## config.mk

```make
export PLATFORM = sky130hd
export DESIGN_NAME = lcg_word_gen
export DESIGN_NICKNAME = d
export VERILOG_FILES = /design/src/rtl/lcg_pkg.sv /design/src/rtl/lcg_word_gen.sv
export SDC_FILE = /design/constraint.sdc
export NUM_CORES = 1
export LEC_CHECK = 0
export CAP_MARGIN = 0
export CORE_ASPECT_RATIO = 1.1
export CORE_MARGIN = 2
export CORE_UTILIZATION = 40
export CTS_CLUSTER_SIZE = 25
export DETAILED_ROUTE_END_ITERATION = 7
export GPL_TIMING_DRIVEN = 0
export PLACE_DENSITY = 0.6
export SKIP_CTS_REPAIR_TIMING = 1
export SYNTH_ARGS = -nofsm -noshare
export SYNTH_HDL_FRONTEND = slang
export SYNTH_SLANG_ARGS = --single-unit
```

## constraint.sdc

```tcl
create_clock -name clk -period 9 [get_ports clk]
set_clock_uncertainty 0.15 [all_clocks]
set_input_delay 1.8 -clock clk [delete_from_list [all_inputs] [get_ports clk]]
set_output_delay 1.8 -clock clk [all_outputs]
set_load 0.03 [all_outputs]
```

## src/rtl/lcg_pkg.sv

```systemverilog
// Shared LCG constants, step function and checker FSM encoding.
// Used by both the hardware checker and bench-side stimulus drivers.
package lcg_pkg;

  localparam logic [31:0] DEF_LCG_MUL = 32'h41C64E6D;
  localparam logic [31:0] DEF_LCG_INC = 32'h00003039;

  typedef enum logic [1:0] {
    IDLE = 2'd0,
    GEN  = 2'd1,
    WAIT = 2'd2,
    DONE = 2'd3
  } checker_state_e;

  function automatic logic [31:0] lcg_next(
    input logic [31:0] s,
    input logic [31:0] mul = DEF_LCG_MUL,
    input logic [31:0] inc = DEF_LCG_INC
  );
    return s * mul + inc;
  endfunction

endpackage

```

## src/rtl/lcg_word_gen.sv

```systemverilog
// LCG word builder: one LCG step per enabled cycle, each step's result lands
// in the next 32-bit chunk of the output word; the generator state carries across words.
module lcg_word_gen
  import lcg_pkg::*;
#(
  parameter int          WIDTH   = 136,
  parameter logic [31:0] LCG_MUL = DEF_LCG_MUL,
  parameter logic [31:0] LCG_INC = DEF_LCG_INC
) (
  input  logic             clk,
  input  logic             rst,
  input  logic             i_load,
  input  logic [31:0]      i_seed,
  input  logic             i_step,
  output logic [WIDTH-1:0] o_word,
  output logic             o_last_chunk,
  output logic             o_word_ready
);

  localparam int NCHUNK = (WIDTH + 31) / 32;
  localparam int IDX_W  = (NCHUNK > 1) ? $clog2(NCHUNK) : 1;

  logic [31:0]      r_lcg;
  logic [IDX_W-1:0] r_idx;
  logic             r_word_ready;
  logic [31:0]      w_lcg_next;

  assign w_lcg_next   = lcg_next(r_lcg, LCG_MUL, LCG_INC);
  assign o_last_chunk = (r_idx == IDX_W'(NCHUNK - 1));
  assign o_word_ready = r_word_ready;

  always_ff @(posedge clk) begin
    if (rst) begin
      r_lcg        <= '0;
      r_idx        <= '0;
      r_word_ready <= 1'b0;
    end else if (i_load) begin
      r_lcg        <= i_seed;
      r_idx        <= '0;
      r_word_ready <= 1'b0;
    end else if (i_step) begin
      r_lcg        <= w_lcg_next;
      r_idx        <= o_last_chunk ? '0 : r_idx + 1'b1;
      r_word_ready <= o_last_chunk;
    end
  end

  // The top chunk is only as wide as the bits left over above 32*(NCHUNK-1).
  generate
    for (genvar gi = 0; gi < NCHUNK; gi++) begin : g_chunk
      localparam int CW = (gi == NCHUNK - 1) ? WIDTH - 32 * (NCHUNK - 1) : 32;
      logic [CW-1:0] r_chunk;

      always_ff @(posedge clk) begin
        if (rst) begin
          r_chunk <= '0;
        end else if (i_step && (r_idx == IDX_W'(gi))) begin
          r_chunk <= w_lcg_next[CW-1:0];
        end
      end

      assign o_word[32*gi +: CW] = r_chunk;
    end
  endgenerate

endmodule

```

==> results of run 1 <==
==> logic make-up after synthesis <==
logic type	after synthesis	synth area share, %
multiplexers	15	0.9759
XOR/XNOR	56	3.184
AO/OA/AOI/OAI	275	11.00
buffers and inverters	467	11.22
flip-flops	172	22.01
AND/OR/NAND/NOR	397	10.66
adder cells (fa/ha/maj)	399	40.94
==> layout by cell type, fill, tap and decap left out, types with 38 or more instances in the layout <==
cell type	Yosys	final
inv_1	401	401
nand2_1	218	218
ha_1	211	211
fa_1	188	188
dfxtp_1	172	172
clkdlybuf4s50_1	0	171
a21oi_1	138	138
nor2_1	93	93
clkbuf_1	58	57
xnor2_1	41	41
a211oi_1	38	38
==> per-stage QoR <==
step                      std cells  hold WS, ps  util (%)
final                          2484        306.6     48.45
after global routing           2484        321.1     48.45
after CTS                      2484        304.5     48.45
after detailed placement       2452        296.2     46.84
after global placement         2452        291.2     46.84
after floorplan                1781        342.6         -
==> worst max-delay path: cells and delay by family, from the launching register on <==
family	cells	cell delay, ps
AND/OR/NAND/NOR	1	180
buffers and inverters	8	1410
flip-flops	1	820
AO/OA/AOI/OAI	5	2070
adder cells (fa/ha/maj)	9	3720
==> how the worst max path moves through the flow <==
stage	end	from	slack, ps
2_1_floorplan	g_chunk[0].r_chunk[27]	r_lcg[5]	2370
3_3_place_gp	r_lcg[19]	r_lcg[0]	370
3_5_place_dp	r_lcg[19]	r_lcg[0]	320
4_1_cts	r_lcg[19]	r_lcg[0]	300
5_1_grt	r_lcg[17]	r_lcg[0]	240
6_report	r_lcg[17]	r_lcg[0]	570
==> metal layers <==
layer	global-route usage (%)	wire (um)
met2	45.57	25000
met1	31.60	21090
met4	8.765	1595
met3	6.018	2944
met5	0	11
==> flip-flops by register name (all words and copies together) (netlist names) <==
name	flops
r_idx	3
r_lcg	32
o_word_ready	1
g_chunk.r_chunk	136
==> final cells by class <==
class                   count  area (um2)
inverters                 401        1505
repair buffers            171        1712
multi-input cells        1142       10440
clock buffers              20       466.7
flip-flops and latches    172        3443
fillers                  3688       19780
clock inverters            12       150.1
plain buffers              66       251.5
well taps                 500       625.6
==> impl_metrics.env, run 1 <==
export IMPL_status="finished clean"
export IMPL_crit_type="reg -> reg"
export IMPL_grt_pass1_wl_mm=79.27
export IMPL_clkSlewWorstSetupHoldPaths_ps=70
export IMPL_yosysSeqAreaShare_pct=22.01
export IMPL_grt_overflow_total=0
export IMPL_htreeDepth=4
export IMPL_cap_violations=0
export IMPL_placed_cell_area_um2=17980
export IMPL_crit_path_end_kind="register"
export IMPL_numPortBuffers=171
export IMPL_cts_root_buffer_cell="clkbuf_16"
export IMPL_synth_seq_cells=172
export IMPL_drcViolationCount=0
export IMPL_coreArea_um2=38380
export IMPL_syn_avg_cell_area_um2=8.782
export IMPL_antenna_cells=0
export IMPL_ant_nets=0
export IMPL_cts_buffers=17
export IMPL_wl_per_cell_um=20.39
export IMPL_rrSetupSlack_ps=570
export IMPL_synth_cells=1781
export IMPL_critPathArrivalTime_ps=8640
export IMPL_ys_flop_type="dfxtp_1"
export IMPL_netlist_area_um2=15640
export IMPL_grt_use_total_pct=26.14
export IMPL_rsz0062_at_grt="no"
export IMPL_hp_start="g_chunk[4].r_chunk[6]"
export IMPL_path_max_fanout=10
export IMPL_row_count=75
export IMPL_num_vias=12573
export IMPL_design_area_um2=18600
export IMPL_hold_viol=0
export IMPL_finalCritPeriodShare_pct=93.64
export IMPL_dp_hpwl_mm=42.13
export IMPL_cts_sinks=172
export IMPL_grt_antenna_before_repair=1
export IMPL_path_cells="clkbuf_2 -> inv_1 -> ha_1 -> inv_1 -> ha_1 -> inv_1 -> fa_1 -> fa_1 -> inv_1 -> ha_1 -> inv_1 -> fa_1 -> inv_1 -> fa_1 -> fa_1 -> ha_1 -> clkbuf_1 -> a211oi_1 -> a211oi_1 -> o31a_1 -> a21oi_1 -> a211oi_1 -> nor3_1"
export IMPL_fp_dieW_um=192.5
export IMPL_max_freq_ghz=0.1187
export IMPL_die_height_um=211.4
export IMPL_async_flop_share_pct=0
export IMPL_drtIter0Drc=547
export IMPL_syn_to_final_growth_pct=18.89
export IMPL_drive_above_1_share_pct=2.823
export IMPL_synth_top_area_share_pct=24.06
export IMPL_synth_most_common_cell="inv_1"
export IMPL_clockBufferDepth=2
export IMPL_pin_count=174
export IMPL_min_period_ps=8428
export IMPL_grt_start_max_net_pins=17
export IMPL_drt_wl_total_mm=50.64
export IMPL_via_per_inst=5.062
export IMPL_die_area_um2=40700
export IMPL_critPathLaunchType="register"
export IMPL_setup_viol=0
export IMPL_slew_viol_final=0
export IMPL_hold_path_class="reg -> reg"
export IMPL_dp_slack_ps=319.4
export IMPL_dr_pass1_iters=6
export IMPL_worstPathRequired_ps=9220
export IMPL_tightest_slew_ps=1033
export IMPL_min_to="g_chunk[4].r_chunk[6]"
export IMPL_gp_congestion=0.9477
export IMPL_synth_largest_area_cell="fa_1"
export IMPL_ys_top_cells_by_area="fa_1, dfxtp_1, ha_1"
export IMPL_setup_slack_ps=572.0
export IMPL_ys_types=61
export IMPL_min_delay_path_depth=2
export IMPL_syn_nets=2216
export IMPL_finalNetCount=2406
export IMPL_grt_pass1_vias=13483
export IMPL_setup_tns_ps=0
export IMPL_worstReg2RegStart="r_lcg[0]"
export IMPL_synth_edf_count=0
export IMPL_start_util_pct=40.75
export IMPL_clk_latency_ps=440
export IMPL_synthTopCellsByCount="inv_1, nand2_1, ha_1"
export IMPL_cp_slowest_stage_delay_ps=820
export IMPL_relSlewSlack_pct=30.58
export IMPL_r2r_end="r_lcg[17]"
export IMPL_crit_path_frequent_cell="inv_1"
export IMPL_r2r_cells=23
export IMPL_cts_tree="built"
export IMPL_yosysWarnings=0
export IMPL_crit_slowest_cell="dfxtp_1"
Power of run 1 is left out: the tool's default activity adds up to more than one toggle a clock period on the data nets, which glitch-free logic cannot reach.
==> inputs of run 2 (changes only) <==
--- a/config.mk
+++ b/config.mk
@@ -9,7 +9,7 @@
 export CORE_ASPECT_RATIO = 1.1
 export CORE_MARGIN = 2
 export CORE_UTILIZATION = 40
-export CTS_CLUSTER_SIZE = 25
+export CTS_CLUSTER_SIZE = 20
 export DETAILED_ROUTE_END_ITERATION = 7
 export GPL_TIMING_DRIVEN = 0
 export PLACE_DENSITY = 0.6
==> results of run 2 <==
The final DEF is identical to that of run 1; final timing and power are the same.
Power of run 2 is left out for the same reason.
